$ cat src/rtl/fetch_redirect.sv
// -----------------------------------------------------------------------------
// fetch_redirect
//   Instruction-fetch front end. Owns the PC, issues in-order requests to
//   instruction memory (at most MAX_OUT allocated buffer entries), and returns
//   fetched words in order to ID. A taken jump from the branch unit flushes
//   every buffered or in-flight old-path instruction, redirects the PC and
//   arranges for the memory responses still due on the old path to be dropped.
//
// Parameters
//   RESET_PC    PC loaded on reset.
//   MAX_OUT     fetch buffer depth / in-flight limit (power of two, 2..8).
//
// Ports
//   clk, rst                 clock (rising edge), synchronous active-high reset
//   jump_flag, jump_target   taken redirect and its address (one-cycle qualifier)
//   stall                    ID cannot accept; holds if_* outputs
//   imem_req, imem_addr      fetch request valid / address (= pc)
//   imem_gnt                 memory accepts the request this cycle
//   imem_rvalid, imem_rdata  in-order response, >= 1 cycle after grant
//   if_valid, if_pc, if_inst instruction presented to ID
//   misalign_fault           one-cycle pulse after a non-word-aligned jump
// -----------------------------------------------------------------------------
module fetch_redirect #(
   parameter logic [31:0] RESET_PC = 32'h0000_0000,
   parameter int          MAX_OUT  = 2
) (
   input  logic        clk,
   input  logic        rst,
   input  logic        jump_flag,
   input  logic [31:0] jump_target,
   input  logic        stall,
   output logic        imem_req,
   output logic [31:0] imem_addr,
   input  logic        imem_gnt,
   input  logic        imem_rvalid,
   input  logic [31:0] imem_rdata,
   output logic        if_valid,
   output logic [31:0] if_pc,
   output logic [31:0] if_inst,
   output logic        misalign_fault
);

   localparam int AW = $clog2(MAX_OUT);
   localparam int CW = AW + 1;
   // Drops are not bounded by the buffer depth: issue resumes right after a
   // jump while old-path responses are still owed, and repeated jumps against
   // a slow memory keep adding to the debt. Give the counter ample headroom.
   localparam int DW = 8;

   typedef enum logic [1:0] {
      S_BOOT = 2'd0,
      S_RUN  = 2'd1,
      S_HALT = 2'd2
   } state_t;

   state_t          state_q, state_d;
   logic [31:0]     pc_q;
   logic [CW-1:0]   wptr_q, fptr_q, rptr_q;
   logic [DW-1:0]   drop_cnt;
   logic            fault_q;

   logic [31:0]        buf_pc   [MAX_OUT];
   logic [31:0]        buf_inst [MAX_OUT];
   logic [MAX_OUT-1:0] buf_filled;

   logic [CW-1:0]   occupancy, pending;
   logic [AW-1:0]   widx, fidx, ridx;
   logic            run, full, take_jump, misaligned;
   logic            issue, fill, pop;
   logic [DW-1:0]   drop_sum, drop_jump;

   // ---------------------------------------------------------------------------
   // Occupancy. Pointers carry one extra wrap bit so full and empty differ.
   // ---------------------------------------------------------------------------
   assign occupancy  = wptr_q - rptr_q;   // allocated entries
   assign pending    = wptr_q - fptr_q;   // allocated, still waiting for data
   assign full       = (occupancy == CW'(MAX_OUT));
   assign widx       = wptr_q[AW-1:0];
   assign fidx       = fptr_q[AW-1:0];
   assign ridx       = rptr_q[AW-1:0];

   assign run        = (state_q == S_RUN);
   assign take_jump  = run & jump_flag;
   assign misaligned = (jump_target[1:0] != 2'b00);

   // No request in a jump cycle: the address would belong to the dead path.
   assign imem_req   = run & ~full & ~jump_flag;
   assign imem_addr  = pc_q;
   assign issue      = imem_req & imem_gnt;

   // A response fills the oldest unfilled entry only once the old-path debt
   // is paid. The pending check keeps a stray rvalid from touching the buffer.
   assign fill       = imem_rvalid & (drop_cnt == '0) & run & ~take_jump &
                       (pending != '0);

   // Head is filled only when the buffer is non-empty; outputs are zeroed
   // when nothing is presented so no stale PC ever leaks toward ID.
   assign if_valid   = run & (occupancy != '0) & buf_filled[ridx];
   assign if_pc      = if_valid ? buf_pc[ridx]   : 32'h0;
   assign if_inst    = if_valid ? buf_inst[ridx] : 32'h0;
   assign pop        = if_valid & ~stall & ~take_jump;

   assign misalign_fault = fault_q;

   // Debt after a flush: everything allocated but unfilled becomes a drop.
   // A response arriving in the jump cycle either pays an existing drop or
   // fills an entry that is being discarded; both retire one owed response.
   assign drop_sum   = drop_cnt + DW'(pending);
   assign drop_jump  = (imem_rvalid && drop_sum != '0) ? drop_sum - DW'(1) : drop_sum;

   // ---------------------------------------------------------------------------
   // FSM
   // ---------------------------------------------------------------------------
   always_ff @(posedge clk) begin
      if (rst) state_q <= S_BOOT;
      else     state_q <= state_d;
   end

   always_comb begin
      state_d = state_q;
      case (state_q)
         S_BOOT:  state_d = S_RUN;
         S_RUN:   if (take_jump && misaligned) state_d = S_HALT;
         S_HALT:  state_d = S_HALT;
         default: state_d = S_BOOT;
      endcase
   end

   // ---------------------------------------------------------------------------
   // PC, pointers, drop counter, fault pulse
   // ---------------------------------------------------------------------------
   always_ff @(posedge clk) begin
      if (rst) begin
         pc_q     <= RESET_PC;
         wptr_q   <= '0;
         fptr_q   <= '0;
         rptr_q   <= '0;
         drop_cnt <= '0;
         fault_q  <= 1'b0;
      end else begin
         fault_q <= take_jump & misaligned;
         if (take_jump) begin
            pc_q     <= {jump_target[31:2], 2'b00};
            fptr_q   <= wptr_q;
            rptr_q   <= wptr_q;
            drop_cnt <= drop_jump;
         end else begin
            // pc wraps FFFF_FFFC -> 0 through natural 32-bit overflow
            if (issue) begin
               pc_q   <= pc_q + 32'd4;
               wptr_q <= wptr_q + CW'(1);
            end
            if (fill) fptr_q <= fptr_q + CW'(1);
            if (pop)  rptr_q <= rptr_q + CW'(1);
            if (imem_rvalid && drop_cnt != '0) drop_cnt <= drop_cnt - DW'(1);
         end
      end
   end

   // ---------------------------------------------------------------------------
   // Buffer storage. Issue, fill and pop never target the same slot in one
   // cycle: issue needs a free slot, fill needs an allocated unfilled slot,
   // pop needs a filled head.
   // ---------------------------------------------------------------------------
   always_ff @(posedge clk) begin
      if (rst) begin
         buf_filled <= '0;
      end else if (take_jump) begin
         buf_filled <= '0;
      end else begin
         if (issue) buf_filled[widx] <= 1'b0;
         if (fill)  buf_filled[fidx] <= 1'b1;
         if (pop)   buf_filled[ridx] <= 1'b0;
      end
   end

   always_ff @(posedge clk) begin
      if (issue) buf_pc[widx]   <= pc_q;
      if (fill)  buf_inst[fidx] <= imem_rdata;
   end

endmodule

$ cat config.mk
export PLATFORM = sky130hd
export DESIGN_NAME = fetch_redirect
export DESIGN_NICKNAME = d
export VERILOG_FILES = /design/src/rtl/fetch_redirect.sv
export SDC_FILE = /design/constraint.sdc
export NUM_CORES = 1
export LEC_CHECK = 0
export ABC_AREA = 1
export CORE_AREA = 2 2 143 145
export DETAILED_ROUTE_END_ITERATION = 7
export DIE_AREA = 0 0 145 147
export PLACE_DENSITY_LB_ADDON = 0.25
export SETUP_SLACK_MARGIN = 0.15
export SLEW_MARGIN = 20
export SYNTH_ARGS = -nofsm -noshare
export SYNTH_HDL_FRONTEND = slang
export SYNTH_SLANG_ARGS = --single-unit
$ cat constraint.sdc
create_clock -name clk -period 3.2 [get_ports clk]
set_input_delay 0.64 -clock clk [delete_from_list [all_inputs] [get_ports clk]]
set_output_delay 0.64 -clock clk [all_outputs]
set_load 0.03 [all_outputs]
==> results of run 1 <==
power breakdown:
part           total (uW)  switching, uW  leakage [uW]  internal (uW)
Clock                2070            957      0.000288           1110
Sequential           2840            241       0.00151           2600
Combinational        1700           1070       0.00247            636
Total                6610           2260       0.00427           4350
layout by cell type (no fill, tap or decap), types with 8 or more instances in the layout:
cell             count
buf_4               14
dfxtp_1             48
inv_1               61
dlygate4sd2_1       29
nor3_1              12
clkbuf_16           17
nand2_1            282
o211ai_1            14
edfxtp_1           124
buf_12              16
nor2_2               8
a21oi_1             98
a31oi_1              8
nand3_1             42
ha_1                10
o21ai_0             27
clkdlybuf4s50_1    102
inv_2                8
nand2_2              9
xor2_1              15
clkdlybuf4s15_1      8
nor2_1              43
metal layers:
| layer | vias up | GRT usage | wire length, um |
|---|---|---|---|
| met2 | 214 | 0.3271 | 10510 |
| met3 | 24 | 0.04565 | 1231 |
| met1 | 3309 | 0.2776 | 9632 |
| met5 | - | 0 | 0 |
| li1 | 3423 | - | - |
| met4 | 0 | 0.06485 | 371 |
how the worst max path moves through the flow:
stage	from	to	slack, ns	depth (start not counted)
floorplan	wptr_q[0]	buf_inst[0][0]	0.31	7
global placement	wptr_q[0]	drop_cnt[5]	0.34	16
detailed placement	state_q[1]	if_pc[18]	0.27	8
CTS	state_q[1]	if_pc[20]	0.08	8
global route	fptr_q[0]	drop_cnt[5]	0.11	18
finish	state_q[1]	if_inst[4]	0.27	8
critical path, stage by stage, from the launching register on:
cell and delay, ns:
dfxtp_1 0.30, inv_1 0.08, ha_1 0.22, inv_1 0.12, a21oi_2 0.18, o21ai_4 0.12, buf_12 0.21, a21oi_1 0.17
dlygate4sd2_1 0.42
stage by stage:
stage / hold WS (ns) / instances / instance area (um^2) / total power, uW / utilization
after floorplan: 0.4400 / 923 / 8358 / 4025 / -
after global placement: 0.4558 / 1331 / 10450 / 4565 / 0.5267
after detailed placement: 0.4577 / 1331 / 10450 / 4577 / 0.5267
after CTS: 0.4727 / 1363 / 11000 / 6647 / 0.5542
after global routing: 0.4811 / 1363 / 11000 / 6982 / 0.5544
final: 0.4761 / 1363 / 11000 / 6614 / 0.5544
area by class of cell:
| class | instances | area share |
|---|---|---|
| Sequential cell | 174 | 0.4297 |
| Multi-Input combinational cell | 635 | 0.2909 |
| Timing Repair Buffer | 180 | 0.1702 |
| Clock buffer | 17 | 0.03867 |
| Tap cell | 270 | 0.03071 |
| Inverter | 72 | 0.02491 |
| Clock inverter | 15 | 0.01490 |
cell families after synthesis:
| group | count (synthesis) | share of synthesized area |
|---|---|---|
| buffers and inverters | 114 | 0.05636 |
| DFF | 174 | 0.5660 |
| other | 1 | 0.0004493 |
| AOI/OAI and AO/OA | 170 | 0.1145 |
| xor gates and xnor gates | 18 | 0.01979 |
| adders and majority gates | 11 | 0.01739 |
| and+or+nand+nor | 432 | 0.2255 |
registers in the layout, indices dropped and copies added, names as in the netlist, named ones only:
name	flops
buf_inst	64
fptr_q	2
wptr_q	2
buf_pc	60
buf_filled	2
rptr_q	2
misalign_fault	1
imem_addr	30
drop_cnt	8
state_q	2
repair_timing:
| action | in CTS | in global routing |
|---|---|---|
| endpoints found under the hold margin | 0 | 0 |
| endpoints found under the setup margin | 48 | 55 |
| resized for setup | 61 | 21 |
==> run summary, run 1 <==
Setup violators final: 0
Diode count: 0
CTS tree: built
Clk root buf: clkbuf_16
Die Footprint: 21320 um^2
# DRC: 0
WP data arrival: 2.29 ns
I/O Pins: 169
Final Max Tran Viols: 0
Die H: 147 um
Pre-CTS WS: 0.2740 ns
Initial antenna violation count: 0
Post-Syn Area: 8347 um^2
Layout net count: 1161
Total CTS buffers: 17
P per Cell Area: 601.1 nW/um^2
Distinct cell type count after synthesis: 51
Final period util: 0.9141
Worst reg2reg endpoint: drop_cnt[7]
Synth top area cells: edfxtp_1, nand2_1, dfxtp_1
DR WL/cell: 15.95 um
Setup TNS Final: 0 ns
Hold depth: 2
Reg2reg start: fptr_q[0]
Post-CTS Setup Inserts: 0
Prevailing post-synth register cell: edfxtp_1
WL final: 21.74 mm
Max cap viols: 0
Setup ws final: 0.2748 ns
Hold Crit Class: flop to flop
Gr usage total: 0.2041
Fmax: 0.3419 GHz
WS Path Type: flop to output pin
Post-synthesis cell count: 920
Row count: 52
Clk_skew: 0.01201 ns
RSZ-0062 raised after global routing: yes
Initial Utilization: 0.4206
Sequential cell area: 4727 um^2
Register bit total from synthesis: 174
Leading cell type by number of instances after synthesis: nand2_1
DR iter-0 viols: 438
CTS clk-pin slew, worst paths: 0.07 ns
Crit path time final: 2.925 ns
Final Hold Vio Count: 0
Global route overflow: 0
Post-synth EDFFs: 124
Seq/Total Area, Yosys: 0.5660
Worst-Skew Late Latency: 0.43 ns
Core area: 19840 um^2
CP required: 2.56 ns
CTS max path bufs: 2
Via/cell ratio: 5.114
H-Tree Depth: 4
FILL cells: 1825
Worst-case reg-to-reg path depth: 15
Worst Hold Launch: buf_filled[1]
Worst-path maximum fanout: 59
Sink Count: 174
IO Port Bufs: 164
Hold-fix buffer count after cts: 0
First-pass GRT wire length: 33.89 mm
CP endpoint kind: output pin
Synth top area share: 0.4461
Outcome: completed
Die Span X: 145 um
Largest net degree at the start of global routing: 60
VDD IR max: 0.3998 mV
Reg-to-reg setup timing slack: 0.38 ns
Largest area contributor in the netlist: edfxtp_1
Multi-input logic area: 3201 um^2
LEAKAGE: 0.004273 uW
Vias: 6970
Top cells by count, synth: nand2_1, edfxtp_1, a21oi_1
Syn avg cell area: 9.073 um^2
WHS Endpoint: buf_filled[1]
CP startpoint kind: flop
DRT Pass-1 Iters: 5
Vias in the first global route: 6313
Async set-or-reset flop fraction in the synthesized netlist: 0
Warnings from Yosys: 0
Area Growth Syn to Fin: 31.81%
Final antenna-violating net count: 0
Layout cells sized above 1: 0.1153
Detailed placer's ending HPWL: 15.09 mm
Final GP Congestion: 0.9300
Note: power is estimated with default switching activity, not from simulation.
==> run 2: changes to the inputs <==
PLACE_DENSITY = 0.68   (was default)
PLACE_DENSITY_LB_ADDON = default   (was 0.25)
==> run 2 against run 1 <==
Wire length down 0.96%. Clock skew is essentially flat. Core utilization shrank 0.37 points. Power grew 0.46%. Flip-flop and latch count stayed put. Cell count is 0.22% higher. Sequential share of layout area increased by 0.29 points. Sequential power about the same. Global-route usage decreased by 0.062 points. Die area unchanged. Largest power group unchanged. Maximum frequency up 0.31%.
==> run summary, run 2 (synthesis gave the netlist of run 1 again) <==
Row count: 52
DRT Pass-1 Iters: 5
Sequential power share: 0.428
Logic gate share of total power: 0.260
Die Span X: 145 um
Area Growth Syn to Fin: 30.94%
CP Buf/Inv Count: 4
# DRC: 0
CP max stage cell: dlygate4sd2_1
Sink Count: 174
Setup TNS Final: 0 ns
I/O Pins: 169
Critical path, cell by cell: inv_1, ha_1, inv_1, a21oi_1, o21ai_4, buf_12, a21oi_1, dlygate4sd2_1
Final GP Congestion: 0.8969
Final Max Tran Viols: 0
RSZ-0062 raised after global routing: no
DR iter-0 viols: 421
Clk root buf: clkbuf_16
Total CTS buffers: 17
Slowest stage delay, CP: 0.43 ns
Vias: 6915
Max reg flops: 64
IO Port Bufs: 164
CTS clk-pin slew, worst paths: 0.07 ns
Total net switching power: 2204 uW
Crit path time final: 2.916 ns
First-pass GRT wire length: 34.31 mm
FILL cells: 1764
Top reg by flops: buf_inst
Max cap viols: 0
VDD IR max: 0.4033 mV
H-Tree Depth: 4
WL final: 21.54 mm
Final period util: 0.9113
Clock power frac: 0.312
Hold Crit Class: flop to flop
Internal power: 4440 uW
WS Path Type: flop to output pin
Via/cell ratio: 5.062
CTS max path bufs: 2
Initial antenna violation count: 0
LEAKAGE: 0.004289 uW
Hold-fix buffer count after cts: 0
Cell family with most CP delay: buffers and inverters
Largest net degree at the start of global routing: 59
Fmax: 0.3429 GHz
Core area: 19840 um^2
CP required: 2.56 ns
Vias in the first global route: 6399
Post-Layout Cell Count: 1366
Gr usage total: 0.2035
Final Hold Vio Count: 0
Layout cells sized above 1: 0.1332
CP startpoint kind: flop
P per Cell Area: 607.9 nW/um^2
Clk_skew: 0.01220 ns
WP data arrival: 2.28 ns
Outcome: completed
CP endpoint kind: output pin
CTS tree: built
Layout net count: 1164
Die H: 147 um
Commonest non-fill, non-tap cells in the layout: nand2_1, edfxtp_1, clkdlybuf4s50_1
Diode count: 0
Global route overflow: 0
Final antenna-violating net count: 0
Most common cell after layout, fill and taps aside: nand2_1
Sw Ratio: 0.3317
Relative slew slack: 0.6329
DR WL/cell: 15.77 um
Hold_ws: 0.4677 ns
Die Footprint: 21320 um^2
Detailed placer's ending HPWL: 15.01 mm
Initial Utilization: 0.4206
Worst-path maximum fanout: 58
Setup violators final: 0
Placed insts: 1333
Slew @ Worst Pin: 0.5500 ns
Worst-Skew Late Latency: 0.42 ns
run 2: area by class of cell:
cell class / instances / area, um^2 / area share
Clock buffer: 20 / 479.2 / 0.04385
Clock inverter: 12 / 113.9 / 0.01042
Inverter: 72 / 274.0 / 0.02507
Multi-Input combinational cell: 635 / 3194 / 0.2923
Sequential cell: 174 / 4727 / 0.4325
Tap cell: 270 / 337.8 / 0.03091
Timing Repair Buffer: 183 / 1803 / 0.1650
run 2: worst min-delay path: stages (launching register included):
cell     delay [ns]
dfxtp_1        0.31
nand2_1        0.06
a21oi_1        0.06
run 2: power groups by stage:
stage                     registers [uW]  logic [uW]  clock network (uW)
after floorplan                     2910        1120                   0
after global placement              2890        1680                   0
after detailed placement            2890        1700                   0
after CTS                           2840        1710                2120
after global routing                2870        1930                2200
final                               2840        1730                2070
run 2: what timing repair did:
item,CTS,global route
setup endpoints to repair,49,52
pin swaps,0,1
hold endpoints to repair,0,0
setup buffers,0,1
resized for setup,49,83
run 2: through the flow:
stage	util	total power (uW)	area, um^2	setup WS (ns)
after floorplan	-	4025	8358	0.3052
after global placement	0.5286	4561	10490	0.3145
after detailed placement	0.5286	4582	10490	0.2739
after CTS	0.5554	6664	11020	0.1378
after global routing	0.5508	7001	10930	0.1500
final	0.5508	6644	10930	0.2837
run 2: worst paths after layout:
kind | startpoint | end | slack, ns | cells after the start
worst max-delay path | state_q[1] | if_inst[12] | 0.28 | 8
worst min-delay path | buf_filled[1] | buf_filled[1] | 0.47 | 2
worst max register to register | fptr_q[0] | drop_cnt[7] | 0.42 | 15
worst min register to register | buf_filled[1] | buf_filled[1] | 0.47 | 2
run 2: routing by layer:
metal,track usage,up-vias,share of wire
met5,0,-,0
met4,0.06535,0,0.017
met3,0.03137,22,0.054
met2,0.3233,222,0.46
met1,0.2882,3227,0.47
li1,-,3444,-
==> run 3: changes to the inputs <==
MAX_ROUTING_LAYER = met4   (was default)
clock period = 3.6 ns   (was 3.2 ns; I/O delays follow)
==> run 3 against run 2 <==
Clock skew grew 0.0041 ns. Global-route usage grew 0.75 points. Cell count shrank 0.29%. Via count is essentially flat. Power shrank 12%. Sequential power shrank 11%. Final area shrank 0.21%. Critical path depth is the same. Clock power shrank 14%. Worst hold slack gained 0.0091 ns. Critical endpoint is now if_pc[8].
==> run summary, run 3 (synthesis gave the netlist of run 1 again) <==
Crit path from: state_q[1]
Commonest non-fill, non-tap cells in the layout: nand2_1, clkdlybuf4s50_1, edfxtp_1
Multi-input logic area: 3187 um^2
Reg2reg start: wptr_q[0]
Row count: 52
Worst-Skew Late Latency: 0.44 ns
WP data arrival: 2.61 ns
Top reg by flops: buf_inst
Final GP Congestion: 0.9006
CP endpoint kind: output pin
Initial Utilization: 0.4206
CTS max path bufs: 2
Tot Pwr: 5814 uW
Die Span X: 145 um
CP required: 2.88 ns
Worst-case reg-to-reg path depth: 15
Clk_skew: 0.01628 ns
Relative slew slack: 0.5451
Core area: 19840 um^2
Logic gate share of total power: 0.259
CP startpoint kind: flop
Detailed placer's ending HPWL: 15.04 mm
I/O Pins: 169
P per Cell Area: 533.0 nW/um^2
Initial antenna violation count: 0
FILL cells: 1777
Layout cells sized above 1: 0.08883
# DRC: 0
CTS tree: built
DR WL/cell: 16.04 um
Crit path time final: 3.331 ns
Worst reg2reg endpoint: drop_cnt[2]
Gr usage total: 0.2110
Most common cell after layout, fill and taps aside: nand2_1
Final Max Tran Viols: 0
Sequential cell area: 4726 um^2
Clk root buf: clkbuf_16
Die Footprint: 21320 um^2
WHS Endpoint: buf_filled[1]
VDD IR max: 0.3588 mV
IO Port Bufs: 164
Worst Hold Launch: buf_filled[1]
Placed insts: 1330
Sequential power share: 0.435
LEAKAGE: 0.004084 uW
RSZ-0062 raised after global routing: no
Via/cell ratio: 5.073
WS Path Type: flop to output pin
DRT Pass-1 Iters: 5
CTS clk-pin slew, worst paths: 0.07 ns
WL final: 21.85 mm
Hold_ws: 0.4768 ns
Setup TNS Final: 0 ns
Hold Crit Class: flop to flop
Area Growth Syn to Fin: 30.67%
Hold-fix buffer count after cts: 0
Sw Ratio: 0.3467
Clock power frac: 0.305
Die H: 147 um
Diode count: 0
Placed cell area: 10330 um^2
Final period util: 0.9253
Post-route cell area: 10910 um^2
Hold depth: 2
First-pass GRT wire length: 34.28 mm
Setup violators final: 0
Final Hold Vio Count: 0
Internal power: 3798 uW
Reg-to-reg setup timing slack: 0.69 ns
Global route overflow: 0
Worst-path maximum fanout: 65
Final antenna-violating net count: 0
Fmax: 0.3002 GHz
Layout net count: 1160
Vias in the first global route: 6495
Largest net degree at the start of global routing: 66
DR iter-0 viols: 452
Max reg flops: 64
Post-Layout Cell Count: 1362
Vias: 6910
Sink Count: 174
Outcome: completed
Max cap viols: 0
H-Tree Depth: 4
Slew @ Worst Pin: 0.6807 ns
Total net switching power: 2016 uW
Total CTS buffers: 17
==> run 3: cell types whose count changed in the layout (fill, tap and decap cells not counted), moves of 4 or more <==
cell             previous run  this run
clkdlybuf4s15_1             8         0
clkdlybuf4s50_1           101       161
buf_12                     17         4
inv_8                       0         4
clkbuf_2                   34         0
dlygate4sd2_1               7         0
==> run 3: final cells by class <==
cell class,instances,area share
Clock buffer,17,0.03900
Multi-Input combinational cell,635,0.2922
Timing Repair Buffer,179,0.1661
Inverter,72,0.02512
Clock inverter,15,0.01331
Sequential cell,174,0.4333
Tap cell,270,0.03097
==> run 3: worst max-delay path by stage <==
stage,end,cells past startpoint
floorplan,buf_pc[0][10],4
detailed placement,imem_req,5
global placement,imem_req,5
global route,if_pc[19],8
finish,if_pc[8],8
CTS,if_pc[8],8
==> run 3: routing by layer <==
layer / share of wire / vias up / global-route usage
met5: 0 / - / -
met4: 0.016 / 0 / 0.05990
met3: 0.062 / 29 / 0.03758
met2: 0.47 / 226 / 0.3290
met1: 0.46 / 3235 / 0.2850
li1: - / 3420 / -
==> run 3: power groups by stage <==
stage,Sequential (uW),Clock [uW],Combinational [uW]
after floorplan,2580,0,995
after global placement,2570,0,1480
after detailed placement,2570,0,1500
after CTS,2530,1810,1510
after global routing,2550,1890,1690
final,2530,1770,1510
==> run 3: timing repair <==
| item | 4_1_cts | 5_1_grt |
|---|---|---|
| buffers inserted | 0 | 0 |
| setup endpoints to repair | 0 | 3 |
| resized for setup | 0 | 3 |
==> run 3: per-stage QoR <==
step                      worst slack (ns)    util
after CTS                           0.2648  0.5492
final                               0.2691  0.5496
after global placement              0.6610  0.5205
after global routing                0.1508  0.5496
after detailed placement            0.6517  0.5205
after floorplan                     0.6723       -
==> run 3: worst max-delay path, stage by stage, from the launching register on <==
cell             delay, ns
dfxtp_1               0.30
inv_1                 0.09
ha_1                  0.20
inv_1                 0.08
a21oi_1               0.21
o21ai_4               0.10
buf_12                0.18
a21oi_1               0.24
clkdlybuf4s50_1       0.71
